===== src/rtl/hsitorgb_winpaint_pkg.sv =====
// Shared constants, stage records and sector helper for the Paint-style HSI-to-RGB pipeline.
// Pure declarations; no latency, no flow control.
package hsitorgb_winpaint_pkg;

    localparam int H_SPAN      = 240;
    localparam int SECTOR_W    = 40;
    localparam int RECIP40     = 205;
    localparam int RECIP_SHIFT = 13;
    localparam int LATENCY     = 5;

    typedef struct packed {
        logic       vld;
        logic [2:0] sector;
        logic [5:0] f;
        logic [7:0] cb;
        logic [7:0] s;
        logic [7:0] i;
    } s1_t;

    typedef struct packed {
        logic       vld;
        logic [2:0] sector;
        logic [7:0] c;
        logic [5:0] fx;
        logic [7:0] i;
    } s2_t;

    typedef struct packed {
        logic       vld;
        logic [2:0] sector;
        logic [7:0] c;
        logic [7:0] x;
        logic [7:0] m;
    } s3_t;

    typedef struct packed {
        logic       vld;
        logic [7:0] r;
        logic [7:0] g;
        logic [7:0] b;
        logic [7:0] m;
    } s4_t;

    // floor(h/40) by threshold compares, h already folded into 0..239
    function automatic logic [2:0] sector_of(input logic [7:0] h);
        logic [2:0] sec;
        sec = 3'd0;
        for (int k = 1; k < 6; k++) begin
            if (h >= 8'(SECTOR_W * k)) sec = 3'(k);
        end
        return sec;
    endfunction

endpackage


===== src/rtl/hsitorgb_winpaint_sector_assign.sv =====
// Routes chroma C and ramp X onto r/g/b by hue sector.
// Combinational, no backpressure.
module hsi_sector_assign
    import hsitorgb_winpaint_pkg::*;
(
    input  logic [2:0] sector,
    input  logic [7:0] c,
    input  logic [7:0] x,
    output logic [7:0] r,
    output logic [7:0] g,
    output logic [7:0] b
);

    always_comb begin
        r = 8'd0;
        g = 8'd0;
        b = 8'd0;
        case (sector)
            3'd0: begin r = c; g = x; end
            3'd1: begin r = x; g = c; end
            3'd2: begin g = c; b = x; end
            3'd3: begin g = x; b = c; end
            3'd4: begin r = x; b = c; end
            3'd5: begin r = c; b = x; end
            default: ;
        endcase
    end

endmodule


===== src/rtl/hsitorgb_winpaint.sv =====
// Windows Paint HSL (0-239 hue turn) to RGB, one pixel per clock.
// Latency 5 clocks, no backpressure; data advances every cycle.
module hsitorgb_winpaint
    import hsitorgb_winpaint_pkg::*;
(
    input  logic       clk,
    input  logic       rst,
    input  logic [7:0] Hin,
    input  logic [7:0] Sin,
    input  logic [7:0] Iin,
    input  logic       HSIinEn,
    output logic [7:0] R,
    output logic [7:0] G,
    output logic [7:0] B,
    output logic       RGBoutEn
);

    s1_t s1_d, s1_q;
    s2_t s2_d, s2_q;
    s3_t s3_d, s3_q;
    s4_t s4_d, s4_q;
    logic [7:0] r_d, r_q, g_d, g_q, b_d, b_q;
    logic       vld_d, vld_q;

    logic [7:0]  h;
    logic [2:0]  sec;
    logic [8:0]  i2, i2n;
    logic [15:0] p, csum;
    logic [21:0] xprod;
    logic [8:0]  half;
    logic [7:0]  r_a, g_a, b_a;
    logic [8:0]  r_sum, g_sum, b_sum;

    hsi_sector_assign u_assign (
        .sector (s3_q.sector),
        .c      (s3_q.c),
        .x      (s3_q.x),
        .r      (r_a),
        .g      (g_a),
        .b      (b_a)
    );

    always_comb begin
        s1_d = '0;
        s2_d = '0;
        s3_d = '0;
        s4_d = '0;

        // S1: fold hue, split into sector/offset, chroma base from lightness
        h            = (Hin < 8'(H_SPAN)) ? Hin : Hin - 8'(H_SPAN);
        sec          = sector_of(h);
        s1_d.vld     = HSIinEn;
        s1_d.sector  = sec;
        s1_d.f       = 6'(h - 8'(SECTOR_W) * {5'd0, sec});
        i2           = {Iin, 1'b0};
        i2n          = 9'd510 - i2;
        s1_d.cb      = 8'((i2 < i2n) ? i2 : i2n);
        s1_d.s       = Sin;
        s1_d.i       = Iin;

        // S2: C ~= cb*S/255 via (p + p/256 + 0.5)/256
        p            = {8'd0, s1_q.cb} * {8'd0, s1_q.s};
        csum         = p + {8'd0, p[15:8]} + 16'd128;
        s2_d.vld     = s1_q.vld;
        s2_d.sector  = s1_q.sector;
        s2_d.c       = 8'(csum >> 8);
        s2_d.fx      = s1_q.sector[0] ? 6'(SECTOR_W) - s1_q.f : s1_q.f;
        s2_d.i       = s1_q.i;

        // S3: X ~= C*fx/40 as multiply by 205/8192, rounded
        xprod        = 22'(s2_q.c) * 22'(s2_q.fx) * 22'(RECIP40) + 22'(1 << (RECIP_SHIFT - 1));
        half         = ({1'b0, s2_q.c} + 9'd1) >> 1;
        s3_d.vld     = s2_q.vld;
        s3_d.sector  = s2_q.sector;
        s3_d.c       = s2_q.c;
        s3_d.x       = 8'(xprod >> RECIP_SHIFT);
        s3_d.m       = ({1'b0, s2_q.i} >= half) ? 8'({1'b0, s2_q.i} - half) : 8'd0;

        s4_d.vld     = s3_q.vld;
        s4_d.r       = r_a;
        s4_d.g       = g_a;
        s4_d.b       = b_a;
        s4_d.m       = s3_q.m;

        // S5: lift by m and saturate
        r_sum        = {1'b0, s4_q.r} + {1'b0, s4_q.m};
        g_sum        = {1'b0, s4_q.g} + {1'b0, s4_q.m};
        b_sum        = {1'b0, s4_q.b} + {1'b0, s4_q.m};
        r_d          = r_sum[8] ? 8'hFF : r_sum[7:0];
        g_d          = g_sum[8] ? 8'hFF : g_sum[7:0];
        b_d          = b_sum[8] ? 8'hFF : b_sum[7:0];
        vld_d        = s4_q.vld;
    end

    always_ff @(posedge clk or posedge rst) begin
        if (rst) begin
            s1_q  <= '0;
            s2_q  <= '0;
            s3_q  <= '0;
            s4_q  <= '0;
            r_q   <= '0;
            g_q   <= '0;
            b_q   <= '0;
            vld_q <= 1'b0;
        end else begin
            s1_q  <= s1_d;
            s2_q  <= s2_d;
            s3_q  <= s3_d;
            s4_q  <= s4_d;
            r_q   <= r_d;
            g_q   <= g_d;
            b_q   <= b_d;
            vld_q <= vld_d;
        end
    end

    assign R        = r_q;
    assign G        = g_q;
    assign B        = b_q;
    assign RGBoutEn = vld_q;

endmodule


===== config.mk =====
export PLATFORM = sky130hd
export DESIGN_NAME = hsitorgb_winpaint
export DESIGN_NICKNAME = d
export VERILOG_FILES = /design/src/rtl/hsitorgb_winpaint_pkg.sv /design/src/rtl/hsitorgb_winpaint_sector_assign.sv /design/src/rtl/hsitorgb_winpaint.sv
export SDC_FILE = /design/constraint.sdc
export NUM_CORES = 1
export LEC_CHECK = 0
export BUFFER_PORTS_ARGS = -buffer_cell sky130_fd_sc_hd__buf_2
export CORE_AREA = 2 2 170 172
export DETAILED_ROUTE_END_ITERATION = 8
export DIE_AREA = 0 0 172 174
export SLEW_MARGIN = 20
export SYNTH_ARGS = -nofsm -noshare
export SYNTH_HDL_FRONTEND = slang
export SYNTH_HIERARCHICAL = 1
export SYNTH_SLANG_ARGS = --single-unit

===== constraint.sdc =====
create_clock -name clk -period 8.6 [get_ports clk]
set_input_delay 0.86 -clock clk [delete_from_list [all_inputs] [get_ports clk]]
set_output_delay 0.86 -clock clk [all_outputs]
set_load 0.005 [all_outputs]

; Word level (Yosys, flattened, before mapping)
; Cells that the tools add are included.
[totals]
register_bits = 146
wordCells = 76
input_bits = 27
[classes]
muxes = 15
n_eq_ne = 5
n_lt_le_gt_ge = 8
reduce_logical = 7
addsub = 12
n_mul = 4
[ops]
columns = cell, count
row1 = 8-bit two-way mux, 6
row2 = 8-bit one-hot mux with 2 select lines, 3
row3 = 8-bit by 8-bit adder with 9-bit output, 3
row4 = "21-bit by 13-bit adder with 21-bit output, second input constant", 1
row5 = "14-bit by 8-bit multiplier with 21-bit output, second input constant", 1
row6 = 16-bit by 8-bit adder with 16-bit output, 1
row7 = "16-bit by 8-bit adder with 16-bit output, second input constant", 1
row8 = "8-bit by 7-bit >= comparator with 1-bit output, second input constant", 2
row9 = "8-bit >= comparator, second input constant", 2
row10 = 8-bit by 8-bit multiplier with 16-bit output, 1
row11 = 8-bit by 6-bit multiplier with 14-bit output, 1
row12 = 2-bit OR reduction, 6
row13 = "8-bit by 1-bit adder with 9-bit output, second input constant", 1
row14 = 9-bit < comparator, 1
row15 = "9-bit subtractor, first input constant", 1
row16 = "8-bit by 6-bit >= comparator with 1-bit output, second input constant", 1
row17 = 8-bit >= comparator, 1
row18 = "8-bit < comparator, second input constant", 1
row19 = 8-bit subtractor, 1
row20 = "8-bit subtractor, second input constant", 1
row21 = "3-bit by 2-bit == test with 1-bit output, second input constant", 2
row22 = "3-bit == test, second input constant", 2
row23 = 3-bit two-way mux, 2
row24 = 6-bit two-way mux, 1
row25 = 7 further kinds, 8

; Depth between registers and ports, before layout
; Gate-level depths: netlist (run 1).
[logic_depth]
word_depth = 10
mapped_depth = 28
depth_no_buf = 27

; Cells and area by module
; The synthesis (run 1) kept the hierarchy.
[by_module_without_submodules]
columns = mod, area_each_um2, seq_area_each_um2, n_inst, cells_each
row1 = hsitorgb_winpaint, 11217.0, 3628.5, 1, 1071
row2 = hsi_sector_assign, 694.4, 0.0, 1, 84

; Worst setup path before layout (run 1)
; Ideal clock, no wire load.
[synth_timing]
path_kind = flip-flop to flip-flop
start = reg s2_q[17] (netlist bit)
end = reg s3_q[15] (netlist bit)
path_stages_with_launch = 27
required_ps = 8461
path_buffers = 1
path_slack_ps = 1534
setup_time_ps = 139
arrival_ps = 6927
synth_period_minus_slack_ps = 7066
path_cell_list = dfrtp_1 clkbuf_1 and2_1 fa_1 inv_1 fa_1 fa_1 inv_1 ha_1 a21oi_1 nor2_1 o31a_1 o311a_1 mux2_1 nand2b_1 ha_1 ha_1 fa_1 fa_1 ha_1 a21oi_1 o21ai_0 a211oi_2 o21ai_2 o41ai_4 mux2i_1 a221oi_2
[synth_rtl]
columns = element, line
row1 = start: declaration, hsitorgb_winpaint.sv:19  ; s2_t s2_d, s2_q;
row2 = start signal: assignment, hsitorgb_winpaint.sv:98  ; s2_q <= '0;
row3 = start signal: assignment, hsitorgb_winpaint.sv:107  ; s2_q <= s2_d;
row4 = end signal: assignment, hsitorgb_winpaint.sv:99  ; s3_q <= '0;
row5 = end signal: assignment, hsitorgb_winpaint.sv:108  ; s3_q <= s3_d;
row6 = end: declaration, hsitorgb_winpaint.sv:20  ; s3_t s3_d, s3_q;

==> results_dict.tcl, run 1 <==
set metrics [dict create \
    status "finished, final reports clean" \
    max_freq_mhz 132.9 \
    pin_count 52 \
    grt_start_max_net_pins 87 \
    synth.avg_cell_area_um2 10.31 \
    fin_crit_sh_pct 87.47 \
    vias_per_cell 4.838 \
    holdWs_ns 0.3390 \
    holdBufCountCts 0 \
    clock-sinks 145 \
    die_h_um 174 \
    synth-seq-area-share_pct 30.46 \
    rows 62 \
    drc 0 \
    cts_buffers 17 \
    grt_usage_pct 16.67 \
    grt_overflow_total 0 \
    num-nets-final 1492 \
    netlist_area_um2 11910 \
    area_growth_pct 10.77 \
    critPathBufInv 1 \
    clk_pin_slew_worst_paths_ns 0.07 \
    endpoint_kind "flip-flop" \
    setup-tns-final_ns 0 \
    min_period_ns 7.522 \
    synth_cell_type_count 70 \
    setup-violations-final 0 \
    wl_um 22160 \
    first_global_vias 8325 \
    core_area_um2 28240 \
    arrival_ns 7.82 \
    synthesis.nets 1435 \
    place.gp.congestion 0.8439 \
    hold_violations 0 \
    htreeDepth 4 \
    hold_path.class "flip-flop to flip-flop" \
    dieWidth_um 172 \
    wl_per_cell_um 13.77 \
    maxSlewViolCount 0 \
    worstSetupPathType "flip-flop to flip-flop" \
    cpPeakStageDelay_ns 0.57 \
    multi_input_area_um2 7480 \
    cp_max_fo 11 \
    die-area_um2 29930 \
    drive_above_1_share_pct 9.061 \
    slew_headroom_pct 24.96 \
    regArea_um2 3628 \
    ant_nets 0 \
    synth_edf_count 0 \
    ys_ff_latch 145 \
    crit_slowest_cell "dfrtp_1" \
    initial_utilization_pct 42.18 \
    numPortBuffers 51 \
    yosysWarnings 6 \
    cts_buffer_depth 2 \
    synth_ff_type "dfrtp_1" \
    startpoint_type "flip-flop" \
    critical_path.top_delay_family "adder cells" \
    syn_inst 1155 \
    drt_iter0_drc 281 \
    cts_setup_buffers 0 \
    fillCellCount 2672 \
    antenna_found_initial 0 \
    grt_setup_unrepaired "false" \
    fin_skew_ns 0.01446 \
    hpwl_um 18000 \
    grt_first_pass_wirelength_um 40010 \
    post_cts_resize_count 0 \
    num_vias 7784 \
    n_antenna_cell 0 \
    crit_required_ns 8.89 \
    maxCapViolations 0 \
    cts_tree "done" \
    dr.pass1.iters 4 \
    async_flop_share_pct 100.0 \
    path_cells "nand2_1, fa_1, fa_1, fa_1, inv_1, ha_1, a21oi_1, nor2_1, o31a_1, o311a_1, mux2_1, nand2b_1, ha_1, ha_1, fa_1, fa_1, ha_1, a21oi_1, o21ai_0, a211oi_2, o21ai_2, o41ai_4, mux2i_1, a221oi_2" \
    insertion_delay_ns 0.42 \
    cts-root-buf "clkbuf_16" \
    cpMostUsedCell "fa_1" \
    worst_pin_slew_ns 1.126 \
]
[registers in the layout, indices dropped and copies added (netlist names)]
name	flops
s4_q	32
s3_q	28
R	8
B	8
RGBoutEn	1
vld_d	1
s2_q	26
s1_q	33
G	8
[worst reg2reg max path, delay by kind of cell, from the launching register on]
family	cells	cell delay, ns
adder cells (fa/ha/maj)	9	3.78
AND/OR/NAND/NOR	3	0.40
multiplexers	2	0.62
flip-flops	1	0.57
buffers and inverters	1	0.05
AO/OA/AOI/OAI	9	1.96
[cell usage in the layout (no fill, tap or decap), types with 9 or more instances in the layout]
cell / synthesis / final
xnor2_1: 32 / 32
buf_2: 0 / 51
nor2_1: 35 / 35
nand2_1: 75 / 75
o211ai_1: 9 / 9
inv_1: 193 / 192
a21oi_1: 26 / 26
mux2i_1: 35 / 35
clkbuf_16: 0 / 17
a21o_1: 15 / 15
and2_1: 60 / 60
xor2_1: 35 / 35
nor3_1: 15 / 15
fa_1: 84 / 84
ha_1: 169 / 169
o21ai_0: 29 / 29
nand3_1: 27 / 27
nor2b_1: 13 / 13
nand2b_1: 41 / 41
dfrtp_1: 145 / 145
[cell usage after synthesis, types with 3 or more instances]
library cell	n	area share, %
a21boi_0	8	0.50
a21o_1	15	0.95
a21oi_1	26	1.1
a21oi_2	3	0.22
and2_1	60	3.2
and4_1	3	0.22
clkbuf_1	10	0.32
dfrtp_1	145	30
fa_1	84	14
ha_1	169	18
inv_1	193	6.1
mux2i_1	35	2.9
nand2_1	75	2.4
nand2b_1	41	2.2
nand3_1	27	1.1
nand3b_1	3	0.19
nand4_1	4	0.21
nor2_1	35	1.1
nor2b_1	13	0.68
nor3_1	15	0.63
nor3b_1	4	0.25
o211ai_1	9	0.57
o21a_1	8	0.50
o21ai_0	29	1.2
o21ai_1	5	0.21
o21bai_1	3	0.19
o22ai_1	8	0.42
o31ai_1	3	0.19
xnor2_1	32	2.4
xor2_1	35	2.6
[metrics by stage]
| stage | setup WS (ns) | instances | utilization (%) | area [µm²] |
|---|---|---|---|---|
| 2_1_floorplan | 1.534 | 1155 | - | 11910 |
| 3_3_place_gp | 1.216 | 1577 | 44.55 | 12580 |
| 3_5_place_dp | 1.037 | 1577 | 44.55 | 12580 |
| 4_1_cts | 1.017 | 1609 | 46.73 | 13190 |
| 5_1_grt | 0.5250 | 1609 | 46.73 | 13190 |
| 6_report | 1.078 | 1609 | 46.73 | 13190 |
[logic make-up (layout without fill, tap and decap cells)]
kind of cell | count (synthesis) | in the layout | synth area share (%)
AO/OA/AOI/OAI | 148 | 148 | 9.055
multiplexers | 36 | 36 | 3.036
XOR/XNOR | 71 | 71 | 5.662
buffers and inverters | 207 | 277 | 6.744
flip-flops | 145 | 145 | 30.46
AND/OR/NAND/NOR | 295 | 295 | 13.17
adder cells (fa/ha/maj) | 253 | 253 | 31.87
[routing by layer]
layer / up-vias / part of all wire (%) / global-route usage (%)
li1: 3921 / - / -
met3: 22 / 2.7 / 2.505
met5: - / 0 / 0
met1: 3743 / 46 / 21.33
met4: 0 / 1.3 / 4.202
met2: 98 / 50 / 29.40
[final cells by class]
| type | instances | area share (%) |
|---|---|---|
| clock buffer | 17 | 3.224 |
| multi-input combinational | 803 | 56.69 |
| sequential | 145 | 27.50 |
| tap | 384 | 3.642 |
| clock inverter | 15 | 1.422 |
| inverter | 193 | 5.529 |
| timing repair buffer | 52 | 1.991 |
[worst paths after layout]
check	end	cells after the start	startpoint	slack, ns
min in group asynchronous	s1_q[33]	2	rst	0.55
min reg2reg	s4_q[5]	0	s3_q[5]	0.34
min	s4_q[5]	0	s3_q[5]	0.34
max reg2reg	s3_q[15]	24	s2_q[14]	1.08
max in group asynchronous	s2_q[21]	3	rst	6.83
max	s3_q[15]	24	s2_q[14]	1.08
Power of run 1 is left out: the tool's default activity adds up to more than one toggle a clock period on the data nets, which glitch-free logic cannot reach.
==> run 2, diff against run 1 <==
CORE_AREA = 2 2 144 146   (was 2 2 170 172)
DIE_AREA = 0 0 146 148   (was 0 0 172 174)
PLACE_DENSITY = 0.77   (was unset)
==> run 2 against run 1 <==
Final cell count is 7.1% lower; routed wire length is 0.54% lower; register-to-register slack improved by 0.06 ns; critical path depth unchanged; first-iteration DRC count rose by 23%.
==> results_dict.tcl, run 2 (same netlist as run 1, synthesis figures left out) <==
set metrics [dict create \
    drive_above_1_share_pct 8.987 \
    n_antenna_cell 0 \
    drt_iter0_drc 347 \
    holdBufCountCts 0 \
    antenna_found_initial 0 \
    wl_um 22040 \
    setup-tns-final_ns 0 \
    fillCellCount 1599 \
    rows 52 \
    regMostFlops "s1_q" \
    grt_overflow_total 0 \
    critical_path.top_delay_family "adder cells" \
    crit_required_ns 8.89 \
    num_vias 7959 \
    cts_tree "done" \
    hpwl_um 17760 \
    clock-sinks 145 \
    clk_pin_slew_worst_paths_ns 0.06 \
    maxSlewViolCount 0 \
    grt_start_max_net_pins 86 \
    wl_met1_um 9549 \
    cp_max_fo 11 \
    worstSetupPathType "flip-flop to flip-flop" \
    pin_count 52 \
    arrival_ns 7.75 \
    place.gp.congestion 0.8947 \
    path_cells "nand2_1, fa_1, fa_1, fa_1, inv_1, ha_1, a21oi_1, nor2_1, o31a_1, o311a_1, mux2_1, nand2b_1, ha_1, ha_1, fa_1, fa_1, ha_1, a21oi_1, o21ai_0, a211oi_2, o21ai_2, o41ai_4, mux2i_1, a221oi_2" \
    worst_pin_slew_ns 1.094 \
    drc 0 \
    reg.largest.list "s1_q: 33 flops, s4_q: 32 flops, s3_q: 28 flops" \
    wl_per_cell_um 14.75 \
    slew_headroom_pct 27.09 \
    grt_usage_pct 22.20 \
    cpMostUsedCell "fa_1" \
    wl_met2_um 11310 \
    die_h_um 148 \
    maxCapViolations 0 \
    status "finished, final reports clean" \
    initial_utilization_pct 59.44 \
    ant_nets 0 \
    largest_reg_flops 33 \
    crit_slowest_cell "dfrtp_1" \
    hold_path.class "flip-flop to flip-flop" \
    cpPeakStageDelay_ns 0.56 \
    final_cell_mix "inv_1 (192), ha_1 (169), dfrtp_1 (145)" \
    insertion_delay_ns 0.42 \
    dieWidth_um 146 \
    num-nets-final 1492 \
    grt_setup_unrepaired "false" \
    post_cts_resize_count 0 \
    cts_buffer_depth 2 \
    fin_crit_sh_pct 86.76 \
    min_period_ns 7.461 \
    final_common_cell "inv_1" \
    hold_violations 0 \
    htreeDepth 4 \
    setup-violations-final 0 \
    max_freq_mhz 134.0 \
    first_global_vias 8295 \
    dr_wl_met3_um 772 \
    critPathBufInv 1 \
    min-delay-start "s1_q[33]" \
    cts-root-buf "clkbuf_16" \
    grt_first_pass_wirelength_um 38900 \
    vias_per_cell 5.327 \
    endpoint_kind "flip-flop" \
    dr.pass1.iters 5 \
    top_layer "met4" \
    cts_setup_buffers 0 \
    cts_buffers 17 \
    numPortBuffers 51 \
    area_growth_pct 9.401 \
    worstReg2RegStart "s2_q[14]" \
    die-area_um2 21610 \
    core_area_um2 20040 \
    startpoint "s2_q[14]" \
    startpoint_type "flip-flop" \
    fin_skew_ns 0.01723 \
]
==> run 2: cell types whose count changed in the layout (fill, tap and decap cells not counted), sizes merged <==
cell	delta
clkinv	+4
clkbuf	+1
clkinvlp	-2
inv	-4
==> run 2: area by class of cell <==
class / instances / area, µm² / share of cell area (%)
inverters: 193 / 729.5 / 5.598
clock inverters: 13 / 150.1 / 1.152
flip-flops and latches: 145 / 3628 / 27.84
multi-input cells: 803 / 7480 / 57.40
repair buffers: 52 / 266.5 / 2.045
clock buffers: 18 / 439.2 / 3.370
well taps: 270 / 337.8 / 2.592
==> run 2: through the flow <==
stage	std cells	cell area (µm²)	worst slack [ns]	hold slack (ns)	util (%)
finish	1494	13030	1.139	0.3404	65.03
floorplan	1155	11910	1.534	0.3312	-
global placement	1463	12440	1.268	0.3316	62.07
detailed placement	1463	12440	1.120	0.3347	62.07
CTS	1494	13030	1.112	0.3429	65.01
global route	1494	13030	0.7284	0.3432	65.03
==> run 2: path summary, 6_finish.rpt <==
kind,end,slack (ns),cells past startpoint
hold reg to reg,s2_q[25],0.34,0
setup reg to reg,s3_q[15],1.14,24
max in group asynchronous,s2_q[21],7.00,3
setup / recovery,s3_q[15],1.14,24
hold / removal,s2_q[25],0.34,0
min in group asynchronous,s3_q[27],0.49,2
==> run 2: metal layers <==
layer	track usage (%)	vias up
met1	27.71	3876
met3	3.765	26
li1	-	3913
met2	39.98	144
met4	6.214	0
met5	0	-
Power of run 2 is left out for the same reason.
